==> config.mk <==
export PLATFORM = sky130hd
export DESIGN_NAME = alu_ctrl
export DESIGN_NICKNAME = d
export VERILOG_FILES = /design/src/rtl/alu_ctrl_pkg.sv /design/src/rtl/alu_ctrl_reg_file.sv /design/src/rtl/alu_ctrl.sv
export SDC_FILE = /design/constraint.sdc
export NUM_CORES = 1
export LEC_CHECK = 0
export ABC_AREA = 1
export BUFFER_PORTS_ARGS = -buffer_cell sky130_fd_sc_hd__buf_2
export CAP_MARGIN = 20
export CORE_MARGIN = 2
export CORE_UTILIZATION = 45
export DETAILED_ROUTE_END_ITERATION = 10
export PLACE_DENSITY = 0.69
export SYNTH_ARGS = -nofsm -noshare
export SYNTH_HDL_FRONTEND = slang
export SYNTH_HIERARCHICAL = 1
export SYNTH_SLANG_ARGS = --single-unit
==> constraint.sdc <==
create_clock -name clk -period 4.12 [get_ports clk]
set_input_delay 0.206 -clock clk [delete_from_list [all_inputs] [get_ports clk]]
set_output_delay 0.206 -clock clk [all_outputs]
set_load 0.1 [all_outputs]
==> src/rtl/alu_ctrl_pkg.sv <==
// Shared types and constants for the alu_ctrl issue/control sequencer.
// Optional debug read port is enabled by defining ALU_CTRL_DBG_EN.
package alu_ctrl_pkg;

  localparam int unsigned DW    = 8;
  localparam int unsigned NREGS = 8;
  localparam int unsigned AW    = 3;
  localparam int unsigned OPW   = 3;
  localparam int unsigned IW    = 9;

  // Instruction field positions: [8:6] op, [5:3] rd, [2:0] rs
  localparam int unsigned OP_MSB = 8;
  localparam int unsigned OP_LSB = 6;
  localparam int unsigned RD_MSB = 5;
  localparam int unsigned RD_LSB = 3;
  localparam int unsigned RS_MSB = 2;
  localparam int unsigned RS_LSB = 0;

  localparam logic [OPW-1:0] OP_AND = 3'd0;
  localparam logic [OPW-1:0] OP_ADD = 3'd1;
  localparam logic [OPW-1:0] OP_XOR = 3'd2;
  localparam logic [OPW-1:0] OP_SLT = 3'd3;
  localparam logic [OPW-1:0] OP_SLL = 3'd4;
  localparam logic [OPW-1:0] OP_SRL = 3'd5;
  localparam logic [OPW-1:0] OP_SNE = 3'd6;
  localparam logic [OPW-1:0] OP_NOP = 3'd7;

  typedef enum logic [1:0] {IDLE, READ, EXEC, WB} ctrl_state_t;

  typedef struct packed {
    logic [OPW-1:0] op;
    logic [AW-1:0]  rd;
    logic [AW-1:0]  rs;
  } instr_t;

  function automatic instr_t decode_instr(input logic [IW-1:0] raw);
    instr_t d;
    d.op = raw[OP_MSB:OP_LSB];
    d.rd = raw[RD_MSB:RD_LSB];
    d.rs = raw[RS_MSB:RS_LSB];
    return d;
  endfunction

  // NOP is the only op that leaves the register file and zero flag untouched
  function automatic logic op_writes_back(input logic [OPW-1:0] op);
    return op != OP_NOP;
  endfunction

endpackage

==> src/rtl/alu_ctrl_reg_file.sv <==
// reg_file_8x8: two async read ports, one sync write port, async clear.
// With ALU_CTRL_DBG_EN defined a third async read port is added for debug.
module reg_file_8x8
  import alu_ctrl_pkg::*;
(
  input  logic          clk,
  input  logic          rst_n,
  input  logic          we_i,
  input  logic [AW-1:0] waddr_i,
  input  logic [DW-1:0] wdata_i,
  input  logic [AW-1:0] raddr_a_i,
  output logic [DW-1:0] rdata_a_o,
  input  logic [AW-1:0] raddr_b_i,
  output logic [DW-1:0] rdata_b_o
`ifdef ALU_CTRL_DBG_EN
  ,
  input  logic [AW-1:0] raddr_d_i,
  output logic [DW-1:0] rdata_d_o
`endif
);

  logic [DW-1:0] mem_q [NREGS];

  always_ff @(posedge clk or negedge rst_n) begin
    if (!rst_n) begin
      mem_q <= '{default: '0};
    end else if (we_i) begin
      mem_q[waddr_i] <= wdata_i;
    end
  end

  assign rdata_a_o = mem_q[raddr_a_i];
  assign rdata_b_o = mem_q[raddr_b_i];

`ifdef ALU_CTRL_DBG_EN
  assign rdata_d_o = mem_q[raddr_d_i];
`endif

endmodule

==> src/rtl/alu_ctrl.sv <==
// Four-phase issue sequencer (IDLE/READ/EXEC/WB) driving an external 8-bit ALU.
// Defining ALU_CTRL_DBG_EN adds dbg_addr/dbg_data for combinational RF inspection.
module alu_ctrl
  import alu_ctrl_pkg::*;
(
  input  logic           clk,
  input  logic           rst_n,
  input  logic           instr_valid,
  output logic           instr_ready,
  input  logic [IW-1:0]  instr,
  input  logic           host_we,
  input  logic [AW-1:0]  host_addr,
  input  logic [DW-1:0]  host_data,
  output logic [DW-1:0]  alu_a,
  output logic [DW-1:0]  alu_b,
  output logic [OPW-1:0] alu_op,
  input  logic [DW-1:0]  alu_result,
  input  logic           alu_zero,
  output logic           zero_flag,
  output logic           done
`ifdef ALU_CTRL_DBG_EN
  ,
  input  logic [AW-1:0]  dbg_addr,
  output logic [DW-1:0]  dbg_data
`endif
);

  ctrl_state_t    state_q, state_d;
  instr_t         instr_q, instr_d;
  logic [DW-1:0]  a_q, a_d;
  logic [DW-1:0]  b_q, b_d;
  logic [OPW-1:0] op_q, op_d;
  logic [DW-1:0]  res_q, res_d;
  logic           rzero_q, rzero_d;
  logic           zflag_q, zflag_d;
  logic           done_q, done_d;

  logic           rf_we_c;
  logic [AW-1:0]  rf_waddr_c;
  logic [DW-1:0]  rf_wdata_c;
  logic [DW-1:0]  rdata_a_c;
  logic [DW-1:0]  rdata_b_c;

  // Host writes (IDLE only) and WB writes share the single RF write port
  reg_file_8x8 u_rf (
    .clk       (clk),
    .rst_n     (rst_n),
    .we_i      (rf_we_c),
    .waddr_i   (rf_waddr_c),
    .wdata_i   (rf_wdata_c),
    .raddr_a_i (instr_q.rd),
    .rdata_a_o (rdata_a_c),
    .raddr_b_i (instr_q.rs),
    .rdata_b_o (rdata_b_c)
`ifdef ALU_CTRL_DBG_EN
    ,
    .raddr_d_i (dbg_addr),
    .rdata_d_o (dbg_data)
`endif
  );

  // Ready is gated by reset so nothing is offered while the block is held
  assign instr_ready = rst_n && (state_q == IDLE) && !host_we;

  always_comb begin
    state_d    = state_q;
    instr_d    = instr_q;
    a_d        = a_q;
    b_d        = b_q;
    op_d       = op_q;
    res_d      = res_q;
    rzero_d    = rzero_q;
    zflag_d    = zflag_q;
    rf_we_c    = 1'b0;
    rf_waddr_c = host_addr;
    rf_wdata_c = host_data;

    case (state_q)
      IDLE: begin
        if (host_we) begin
          rf_we_c = 1'b1;
        end else if (instr_valid) begin
          instr_d = decode_instr(instr);
          state_d = READ;
        end
      end
      READ: begin
        a_d     = rdata_a_c;
        b_d     = rdata_b_c;
        op_d    = instr_q.op;
        state_d = EXEC;
      end
      EXEC: begin
        res_d   = alu_result;
        rzero_d = alu_zero;
        state_d = WB;
      end
      WB: begin
        if (op_writes_back(instr_q.op)) begin
          rf_we_c    = 1'b1;
          rf_waddr_c = instr_q.rd;
          rf_wdata_c = res_q;
          zflag_d    = rzero_q;
        end
        state_d = IDLE;
      end
      default: state_d = IDLE;
    endcase

    // done is registered so it is high exactly while the FSM sits in WB
    done_d = (state_d == WB);
  end

  always_ff @(posedge clk or negedge rst_n) begin
    if (!rst_n) begin
      state_q <= IDLE;
      instr_q <= '0;
      a_q     <= '0;
      b_q     <= '0;
      op_q    <= '0;
      res_q   <= '0;
      rzero_q <= 1'b0;
      zflag_q <= 1'b0;
      done_q  <= 1'b0;
    end else begin
      state_q <= state_d;
      instr_q <= instr_d;
      a_q     <= a_d;
      b_q     <= b_d;
      op_q    <= op_d;
      res_q   <= res_d;
      rzero_q <= rzero_d;
      zflag_q <= zflag_d;
      done_q  <= done_d;
    end
  end

  assign alu_a     = a_q;
  assign alu_b     = b_q;
  assign alu_op    = op_q;
  assign zero_flag = zflag_q;
  assign done      = done_q;

endmodule

==> results.json <==
{
  "synth_fp_nets": 840,
  "async_reset_ff_share_pct": 100,
  "synth_cell_types": 20,
  "drt-initial-drc-count": 477,
  "rsz0062_at_grt": "false",
  "antenna_found_initial": 0,
  "fin_crit_sh_pct": 57.9,
  "total_power_mw": 5.72,
  "gp_congestion": 0.875,
  "syn_to_final_growth_pct": 11.2,
  "synth_adder_area_share_pct": 0.884,
  "root_buffer": "clkbuf_16",
  "ios": 55,
  "synth.avg_cell_area_um2": 7.05,
  "synthSimpleGateAreaFrac_pct": 30.9,
  "final_nets": 872,
  "clk_latency_ns": 0.36,
  "synth_xor_area_share_pct": 0,
  "outcome": "finished, final reports clean",
  "grtUsageTotal_pct": 22.7,
  "synth_edf_count": 0,
  "tns_ns": 0,
  "fin_ws_ns": 1.73,
  "yosysSeqAreaShare_pct": 46.4,
  "port_buffers": 54,
  "synth.area.top_cells": "dfrtp_1 46%, nand2_1 23%, o21ai_0 8.1%",
  "irDropWorstVdd_v": 0.000373,
  "dp_slack_ns": 1.68,
  "p_leak_nw": 3.48,
  "post_drt_via_cell_ratio": 4.97,
  "yosysMostFrequentCell": "nand2_1",
  "holdPathStages": 3,
  "finalMaxSlewViolations": 0,
  "clk_path_buf_depth": 2,
  "reg2regPathDepth": 7,
  "start_kind": "register",
  "rows": 40,
  "coreArea_um2": 12200,
  "cts_max_level": 3,
  "die_w_um": 116,
  "setup_violations": 0,
  "relSlewSlack_pct": 26.6,
  "syn-cell-area_um2": 5660,
  "grt_max_degree": 57,
  "yosys_warnings": 6,
  "fin_cells": 1008,
  "avgRoutedWirePerCell_um": 14.5,
  "maxCapViolCount": 0,
  "worstMarginPinSlew_ns": 1.10,
  "cts_resized": 0,
  "path_clk_slew_ns": 0.08,
  "cts_made_buffers": 9,
  "path_max_fanout": 16,
  "crit_required_ns": 4.38,
  "place_inst": 990,
  "die_h_um": 116,
  "fp.dieArea_um2": 13500,
  "vias": 5014,
  "min_period_ns": 2.39,
  "drc": 0,
  "grt_pass1_vias": 4488,
  "multi_input_area_um2": 2350,
  "synth.area.mux_share_pct": 0,
  "ff_latch_area_um2": 2630,
  "endpoint_kind": "register",
  "antenna_cells": 0,
  "synth_top_family_by_area": "simple AND/OR/NAND/NOR gates",
  "synth_compound_area_share_pct": 9.75,
  "worstPathArrival_ns": 2.64,
  "skew_ns": 0.0109,
  "synth_top_area_cell": "dfrtp_1",
  "grt_pass1_wl_um": 23300,
  "synthCells": 803,
  "hold_violations": 0,
  "yosys-top-cells-count": "343 x nand2_1, 122 x inv_1, 105 x dfrtp_1",
  "final_util_pct": 51.7,
  "cts_tree": "built",
  "start_util_pct": 46.5,
  "drt-total-wl_um": 14600,
  "drive_gt1_share_pct": 10.7,
  "synth_ff_type": "dfrtp_1",
  "cts_num_sinks": 105,
  "dp_hpwl_um": 9720,
  "worstHoldPathType": "in -> reg",
  "postSynthRegisterBits": 105,
  "criticalPathCategory": "reg -> reg",
  "power_density_nw_per_um2": 908,
  "grt-ovfl-total": 0,
  "num-fill-cells": 1233,
  "antenna_left": 0,
  "netlist.area_leader.share_pct": 46.4,
  "drtPass1Iterations": 5,
  "fmax_ghz": 0.419
}
[stage by stage]
step,cell area [um^2],hold WS [ns]
6_report,6290,0.0427
5_1_grt,6290,0.0531
4_1_cts,6270,0.0471
3_5_place_dp,5950,0.335
3_3_place_gp,5950,0.330
2_1_floorplan,5660,-0.0896
[cell families (layout without fill, tap and decap cells)]
group	Yosys count	count (layout)
buffers and inverters	162	199
AND/OR/NAND/NOR	429	429
flip-flops	105	105
adder cells (fa/ha/maj)	4	4
AO/OA/AOI/OAI	103	103
[repair_timing]
action,4_1_cts,5_1_grt
hold endpoints to repair,54,0
hold buffers,1,0
buffers inserted,0,0
[registers in the layout, indices dropped and copies added (netlist names), named ones only]
signal and cells:
res_q 8, alu_a 8, zero_flag 1, u_rf/mem_q 64, alu_op 3, rzero_q 1
alu_b 8, instr_q 9, state_q 1, done 1
[report_power, final]
part	internal, mW	switching [mW]	leakage [nW]	total, mW
registers	1.51	0.283	1.32	1.79
clock network	0.477	0.404	0.143	0.881
logic	0.805	2.24	2.02	3.05
total	2.79	2.93	3.48	5.72
[worst paths after layout]
check,start,end,slack [ns]
max reg2reg,register,u_rf/mem_q[43],1.73
min in group asynchronous,rst_n,u_rf/mem_q[33],0.44
min,alu_result[0],res_q[0],0.04
min reg2reg,u_rf/mem_q[44],u_rf/mem_q[44],0.49
max,register,u_rf/mem_q[43],1.73
max in group asynchronous,rst_n,alu_op[1],2.51
[cell type report]
cell class	count	share of cell area (%)
Timing Repair Buffer	61	5.53
Sequential cell	105	41.7
Clock inverter	7	1.21
Clock buffer	9	3.58
Multi-Input combinational cell	536	37.3
Tap cell	168	3.34
Inverter	122	7.28
[placed cells by master (no fill, tap or decap), drive strengths merged]
cell type / netlist / final
a21oi: 1 / 1
buf: 32 / 60
bufinv: 0 / 1
clkbuf: 8 / 9
clkinv: 0 / 1
clkinvlp: 0 / 2
dfrtp: 105 / 105
dlygate4sd3: 0 / 1
ha: 4 / 4
inv: 122 / 125
nand2: 344 / 344
nand3: 78 / 78
nand3b: 1 / 1
nor2: 5 / 5
nor3: 1 / 1
o211ai: 1 / 1
o21ai: 101 / 101
[worst max-delay path: stages (launching register included)]
cell	delay, ns
dfrtp_1	0.38
ha_1	0.44
nand2_2	0.25
a21oi_1	0.22
inv_1	0.07
nor2_2	0.15
nand2_1	0.42
o21ai_0	0.34
[layer usage]
metal / vias up / share of wire, % / global-route usage [%]
met5: - / 0 / 0
met4: 0 / 1.4 / 4.60
met2: 178 / 47 / 36.9
li1: 2518 / - / -
met1: 2304 / 45 / 31.0
met3: 14 / 6.7 / 6.02
(Power assumes the default switching activity.)
